[config.mk]
export PLATFORM = sky130hd
export DESIGN_NAME = usbfs_tx_sched
export DESIGN_NICKNAME = d
export VERILOG_FILES = /design/src/rtl/usbfs_tx_sched.sv
export SDC_FILE = /design/constraint.sdc
export NUM_CORES = 1
export LEC_CHECK = 0
export ABC_AREA = 1
export CAP_MARGIN = 10
export CORE_MARGIN = 3
export CORE_UTILIZATION = 43
export DETAILED_ROUTE_END_ITERATION = 16
export GPL_TIMING_DRIVEN = 0
export PLACE_DENSITY = 0.87
export SETUP_SLACK_MARGIN = 0.05
export SKIP_CTS_REPAIR_TIMING = 1
export SYNTH_ARGS = -nofsm -noshare
export SYNTH_HDL_FRONTEND = slang
export SYNTH_SLANG_ARGS = --single-unit
export TNS_END_PERCENT = 20
[constraint.sdc]
create_clock -name clk -period 2 [get_ports clk]
set_input_delay 0.4 -clock clk [delete_from_list [all_inputs] [get_ports clk]]
set_output_delay 0.4 -clock clk [all_outputs]
set_load 0.1 [all_outputs]
[src/rtl/usbfs_tx_sched.sv]
`default_nettype none
// +--------------------------------------------------------------------------+
// | usbfs_tx_sched: shares the FS packet sender between handshakes and N_EP  |
// | IN-endpoint data sources. Build macro: USBFS_TX_SCHED_RR_EN (RR arb).    |
// | Rev 1.0                                                                  |
// +--------------------------------------------------------------------------+
module usbfs_tx_sched #(
    parameter int N_EP   = 4,
    parameter int MAXPKT = 64,
    localparam int L = (MAXPKT > 0) ? $clog2(MAXPKT + 1) : 1,
    localparam int G = (N_EP > 1) ? $clog2(N_EP) : 1
) (
    input  logic              clk,
    input  logic              rstn,
    input  logic              hs_req,
    input  logic [3:0]        hs_pid,
    output logic              hs_done,
    input  logic [N_EP-1:0]   ep_req,
    input  logic [N_EP*L-1:0] ep_len,
    output logic [N_EP-1:0]   ep_byte_req,
    input  logic [N_EP*8-1:0] ep_byte,
    output logic [N_EP-1:0]   ep_sent,
    input  logic [N_EP-1:0]   ep_ack,
    input  logic [N_EP-1:0]   ep_tgl_clr,
    output logic [N_EP-1:0]   ep_tgl,
    output logic              busy,
    output logic              tp_sta,
    output logic [3:0]        tp_pid,
    input  logic              tp_byte_req,
    output logic [7:0]        tp_byte,
    output logic              tp_fin_n,
    input  logic              tx_fin
);

    // SEND also covers the wait for tx_fin; there is no separate WAIT encoding.
    localparam logic [1:0] IDLE  = 2'd0;
    localparam logic [1:0] START = 2'd1;
    localparam logic [1:0] SEND  = 2'd2;
    localparam logic [1:0] DONE  = 2'd3;

    logic [1:0]      state_q, state_d;
    logic            is_hs_q, is_hs_d;
    logic [G-1:0]    grant_q, grant_d;
    logic [L-1:0]    len_q, len_d;
    logic [L-1:0]    cnt_q, cnt_d;
    logic [3:0]      pid_q, pid_d;
    logic            fetch_q, fetch_d;
    logic [7:0]      byte_q, byte_d;
    logic            fin_q, fin_d;
    logic [N_EP-1:0] tgl_q;

    logic            w_any;
    logic [G-1:0]    w_sel;
    logic [L-1:0]    w_len_raw;
    logic [L-1:0]    w_len;
    logic [7:0]      w_ep_byte;
    logic [3:0]      w_data_pid;

`ifdef USBFS_TX_SCHED_RR_EN
    logic [G-1:0]    ptr_q, ptr_d;

    always_comb begin
        w_any = 1'b0;
        w_sel = '0;
        for (int k = 0; k < N_EP; k++) begin
            int idx;
            idx = (int'(ptr_q) + k) % N_EP;
            if (!w_any && ep_req[idx]) begin
                w_any = 1'b1;
                w_sel = G'(idx);
            end
        end
    end
`else
    always_comb begin
        w_any = 1'b0;
        w_sel = '0;
        for (int k = N_EP - 1; k >= 0; k--) begin
            if (ep_req[k]) begin
                w_any = 1'b1;
                w_sel = G'(k);
            end
        end
    end
`endif

    assign w_len_raw  = ep_len[w_sel*L +: L];
    assign w_len      = (w_len_raw > L'(MAXPKT)) ? L'(MAXPKT) : w_len_raw;
    assign w_ep_byte  = ep_byte[grant_q*8 +: 8];
    assign w_data_pid = tgl_q[grant_q] ? 4'b1011 : 4'b0011;

    always_comb begin
        state_d = state_q;
        is_hs_d = is_hs_q;
        grant_d = grant_q;
        len_d   = len_q;
        cnt_d   = cnt_q;
        pid_d   = pid_q;
        fetch_d = 1'b0;
        fin_d   = fin_q;
        byte_d  = fetch_q ? w_ep_byte : byte_q;
`ifdef USBFS_TX_SCHED_RR_EN
        ptr_d   = ptr_q;
`endif
        case (state_q)
            IDLE: begin
                if (hs_req) begin
                    is_hs_d = 1'b1;
                    pid_d   = hs_pid;
                    len_d   = '0;
                    cnt_d   = '0;
                    state_d = START;
                end else if (w_any) begin
                    is_hs_d = 1'b0;
                    grant_d = w_sel;
                    len_d   = w_len;
                    cnt_d   = '0;
                    state_d = START;
                end
            end
            START: begin
                if (!is_hs_q) pid_d = w_data_pid;
                state_d = SEND;
            end
            SEND: begin
                if (tx_fin) begin
                    state_d = DONE;
                end else if (tp_byte_req) begin
                    if (cnt_q < len_q) begin
                        fetch_d = 1'b1;
                        fin_d   = 1'b1;
                        cnt_d   = cnt_q + 1'b1;
                    end else begin
                        fin_d   = 1'b0;
                    end
                end
            end
            default: begin
                fin_d   = 1'b1;
                state_d = IDLE;
`ifdef USBFS_TX_SCHED_RR_EN
                if (!is_hs_q)
                    ptr_d = (grant_q == G'(N_EP - 1)) ? '0 : grant_q + 1'b1;
`endif
            end
        endcase
    end

    always_ff @(posedge clk or negedge rstn) begin
        if (!rstn) begin
            state_q <= IDLE;
            is_hs_q <= 1'b0;
            grant_q <= '0;
            len_q   <= '0;
            cnt_q   <= '0;
            pid_q   <= 4'b0000;
            fetch_q <= 1'b0;
            byte_q  <= 8'h00;
            fin_q   <= 1'b1;
            tgl_q   <= '0;
`ifdef USBFS_TX_SCHED_RR_EN
            ptr_q   <= '0;
`endif
        end else begin
            state_q <= state_d;
            is_hs_q <= is_hs_d;
            grant_q <= grant_d;
            len_q   <= len_d;
            cnt_q   <= cnt_d;
            pid_q   <= pid_d;
            fetch_q <= fetch_d;
            byte_q  <= byte_d;
            fin_q   <= fin_d;
            // Clear dominates a simultaneous ACK.
            tgl_q   <= (tgl_q ^ ep_ack) & ~ep_tgl_clr;
`ifdef USBFS_TX_SCHED_RR_EN
            ptr_q   <= ptr_d;
`endif
        end
    end

    assign busy        = (state_q != IDLE);
    assign tp_sta      = (state_q == START);
    assign tp_pid      = (state_q == START && !is_hs_q) ? w_data_pid : pid_q;
    assign tp_byte     = fetch_q ? w_ep_byte : byte_q;
    assign tp_fin_n    = fin_q;
    assign ep_byte_req = fetch_d ? (N_EP'(1) << grant_q) : '0;
    assign ep_sent     = (state_q == DONE && !is_hs_q) ? (N_EP'(1) << grant_q) : '0;
    assign hs_done     = (state_q == DONE) && is_hs_q;
    assign ep_tgl      = tgl_q;

endmodule
`default_nettype wire

==> impl_metrics.py <==
metrics = {
    "synthesis": {
        "ys_seq_area_share_pct": 37.37,
        "synth_area_um2": 2481,
        "ys_ff_latch": 37,
        "syn_inst": 346,
        "synth_edf_count": 0,
        "ys_async_sr_fraction_pct": 100.0,
        "avgSynthCellArea_um2": 7.171,
        "ys_warn_count": 0,
        "mappedNetlistNets": 439,
        "synth_flop_cell": "dfrtp_1",
        "yosysUniqueCellTypes": 34,
    },
    "detailed_routing": {
        "postRouteAntennaNets": 0,
        "vias_per_cell": 5.392,
        "route.vias.total": 2955,
        "post_drt_wl_per_cell_um": 17.52,
        "drc": 0,
        "drt_iter0_drc": 194,
        "totalWireLength_um": 9602,
        "drt_first_pass_iters": 4,
    },
    "placed_design": {
        "portBuffers": 108,
        "dp_hpwl_um": 5852,
        "placed_area_um2": 3851,
        "dp.cells": 526,
        "place_congestion": 0.8711,
    },
    "timing": {
        "timing.fmax_mhz": 408.6,
        "worst_pin_slew_ns": 0.9784,
        "skew_ns": 0.008796,
        "rsz0062_at_grt": "true",
        "relSlewSlack_pct": 34.67,
        "finalSetupTns_ns": -4.157,
        "fin_crit_sh_pct": 122.4,
        "hold_viol": 0,
        "slew_violations": 0,
        "setup_viol_count_final": 17,
        "setup_ws_ns": -0.4476,
        "layout_min_cycle_time_ns": 2.448,
    },
    "floorplanning": {
        "io_pins": 109,
        "die-area_um2": 6717,
        "die_height_um": 81.96,
        "start_util_pct": 44.78,
        "fp-row-count": 27,
        "die_x_um": 81.96,
        "core-area_um2": 5540,
    },
    "global_route": {
        "use_met2_pct": 38.85,
        "grt_pass1_vias": 2499,
        "grt_use_total_pct": 21.69,
        "antenna_found_initial": 0,
        "busiest_layer": "met2",
        "use_met3_pct": 5.482,
        "use_met1_pct": 25.55,
        "grt_pass1_wl_um": 11250,
        "grt-ovfl-total": 0,
        "grt_max_degree": 38,
    },
    "final_layout": {
        "area_growth_pct": 72.82,
        "fill_cells": 354,
        "final_core_util_pct": 77.39,
        "drive_gt1_share_pct": 23.32,
        "diodes": 0,
        "layout.nets": 568,
        "stdcell_area_um2": 4288,
        "stdcell_count": 548,
    },
    "pwr": {
        "vdd_ir_drop_max_mv": 1.049,
        "p_leak_nw": 1.972,
        "p_total_mw": 6.072,
        "p_per_area_nw_per_um2": 1416,
    },
    "setup_path": {
        "crit_chain": "inv_1, ha_1, inv_1, nor2_2, nand2_1, nor2_1, inv_2, nor2_4, buf_12",
        "worst-setup-path-type": "reg -> out",
        "worstSetupEndpointType": "output pin",
        "crit_path_max_incr_delay_ns": 0.45,
        "cp.arrival_ns": 2.05,
        "path_common_cell": "inv_1",
        "critPathLaunchType": "register",
        "cp_top_family": "simple AND/OR/NAND/NOR gates",
        "path_buf_inv": 4,
        "cpMaxStageDelayCell": "dfrtp_2",
        "critical_path_peak_fanout": 4,
        "crit_required_ns": 1.60,
    },
    "cts": {
        "cts_htree_levels": 2,
        "cts-buffers-inserted": 5,
        "clkTransAtPathRegs_ns": 0.08,
        "clock-sinks": 37,
        "clock_latency_ns": 0.29,
        "cts-root-buf": "clkbuf_8",
        "cts_tree": "built",
        "cts_max_path_buffers": 2,
    },
    "min_path": {
        "hold_path.class": "in -> async",
    },
    "job": {
        "cap_violations": 0,
    },
    "outcome": {
        "status": "finished, violations left",
        "failed_checks": "negative setup slack",
    },
}
placed cells by master, fill, tap and decap left out, drive strengths merged, types with 2 or more instances in the layout:
cell           synthesis  final
o21ai                 19     19
nor2                  40     41
nand4                  3      3
or2                    2      2
xnor2                  4      4
ha                    12     12
clkdlybuf4s50          0     79
dlymetal6s2s           0      4
buf                    5     40
dfrtp                 36     36
o22ai                  3      3
clkbuf                 2     10
clkinv                 1      2
nand2                 88     88
a41oi                  7      7
clkinvlp               0      2
xor2                   2      2
nand3b                 6      6
a21oi                 11     11
inv                   59     59
nand3                 28     28
a22oi                 11     11
cells in the mapped netlist, drive strengths merged, types with 2 or more instances:
cell type / n / area [um2]
a21oi: 11 / 55.05
a22oi: 11 / 82.58
a41oi: 7 / 61.31
buf: 5 / 36.28
clkbuf: 2 / 7.510
dfrtp: 36 / 900.9
ha: 12 / 150.1
inv: 59 / 221.5
nand2: 88 / 345.3
nand3: 28 / 140.1
nand3b: 6 / 45.04
nand4: 3 / 18.77
nor2: 40 / 155.1
o21ai: 19 / 98.84
o22ai: 3 / 18.77
or2: 2 / 12.51
xnor2: 4 / 35.03
xor2: 2 / 17.52
flip-flops by register name, summed over array words and instances, names as in the netlist:
register  cells
ep_tgl        4
grant_q       2
is_hs_q       1
fetch_q       1
state_q       2
tp_fin_n      1
pid_q         4
cnt_q         7
byte_q        8
len_q         7
layout make-up:
class                   instances  area [um2]  share of cell area, %
multi-input cells             243        1579                  36.83
repair buffers                120        1305                  30.43
flip-flops and latches         37       932.1                  21.74
inverters                      60       229.0                  5.340
well taps                      72       90.09                  2.101
clock buffers                   6       82.58                  1.926
plain buffers                   7       51.30                  1.196
clock inverters                 2       13.76                 0.3210
repair inverters                1       5.005                 0.1167
stage by stage:
step | hold WS, ns | setup WS, ns
finish | 0.2041 | -0.4476
global route | 0.2566 | -0.5150
CTS | 0.2243 | -1.484
detailed placement | 0.4734 | -1.170
global placement | 0.4706 | -1.127
floorplan | 0.1044 | -0.2426
kinds of logic (layout without fill, tap and decap cells):
kind of cell             count (synthesis)  in the layout  share of synthesized area (%)
adder cells (fa/ha/maj)                 12             12                          6.051
flip-flops                              37             37                          37.37
buffers and inverters                   67            196                          10.84
AO/OA/AOI/OAI                           56             56                          14.52
AND/OR/NAND/NOR                        168            169                          29.10
XOR/XNOR                                 6              6                          2.118
per-layer routing:
layer / up-vias / wire (um)
met1: 1374 / 3479
met4: 0 / 475
met3: 46 / 797
met5: - / 0
li1: 1378 / -
met2: 157 / 4849
report_power, final:
group	switching [mW]	leakage [nW]	internal, mW
sequential	0.193	0.453	1.01
combinational	2.96	1.47	1.35
clock	0.279	0.0512	0.279
total	3.43	1.97	2.64
final timing paths:
path | cells after the start | slack, ns | to | startpoint
max | 9 | -0.45 | ep_byte_req[2] | state_q[0]
min | 1 | 0.20 | pid_q[2] | rstn
max reg2reg | 9 | 0.02 | pid_q[3] | state_q[0]
min reg2reg | 2 | 0.49 | len_q[0] | len_q[0]
max in group asynchronous | 1 | 1.21 | grant_q[0] | rstn
min in group clk | 2 | 0.49 | len_q[0] | len_q[0]
Power figures use the tool's default switching activity.
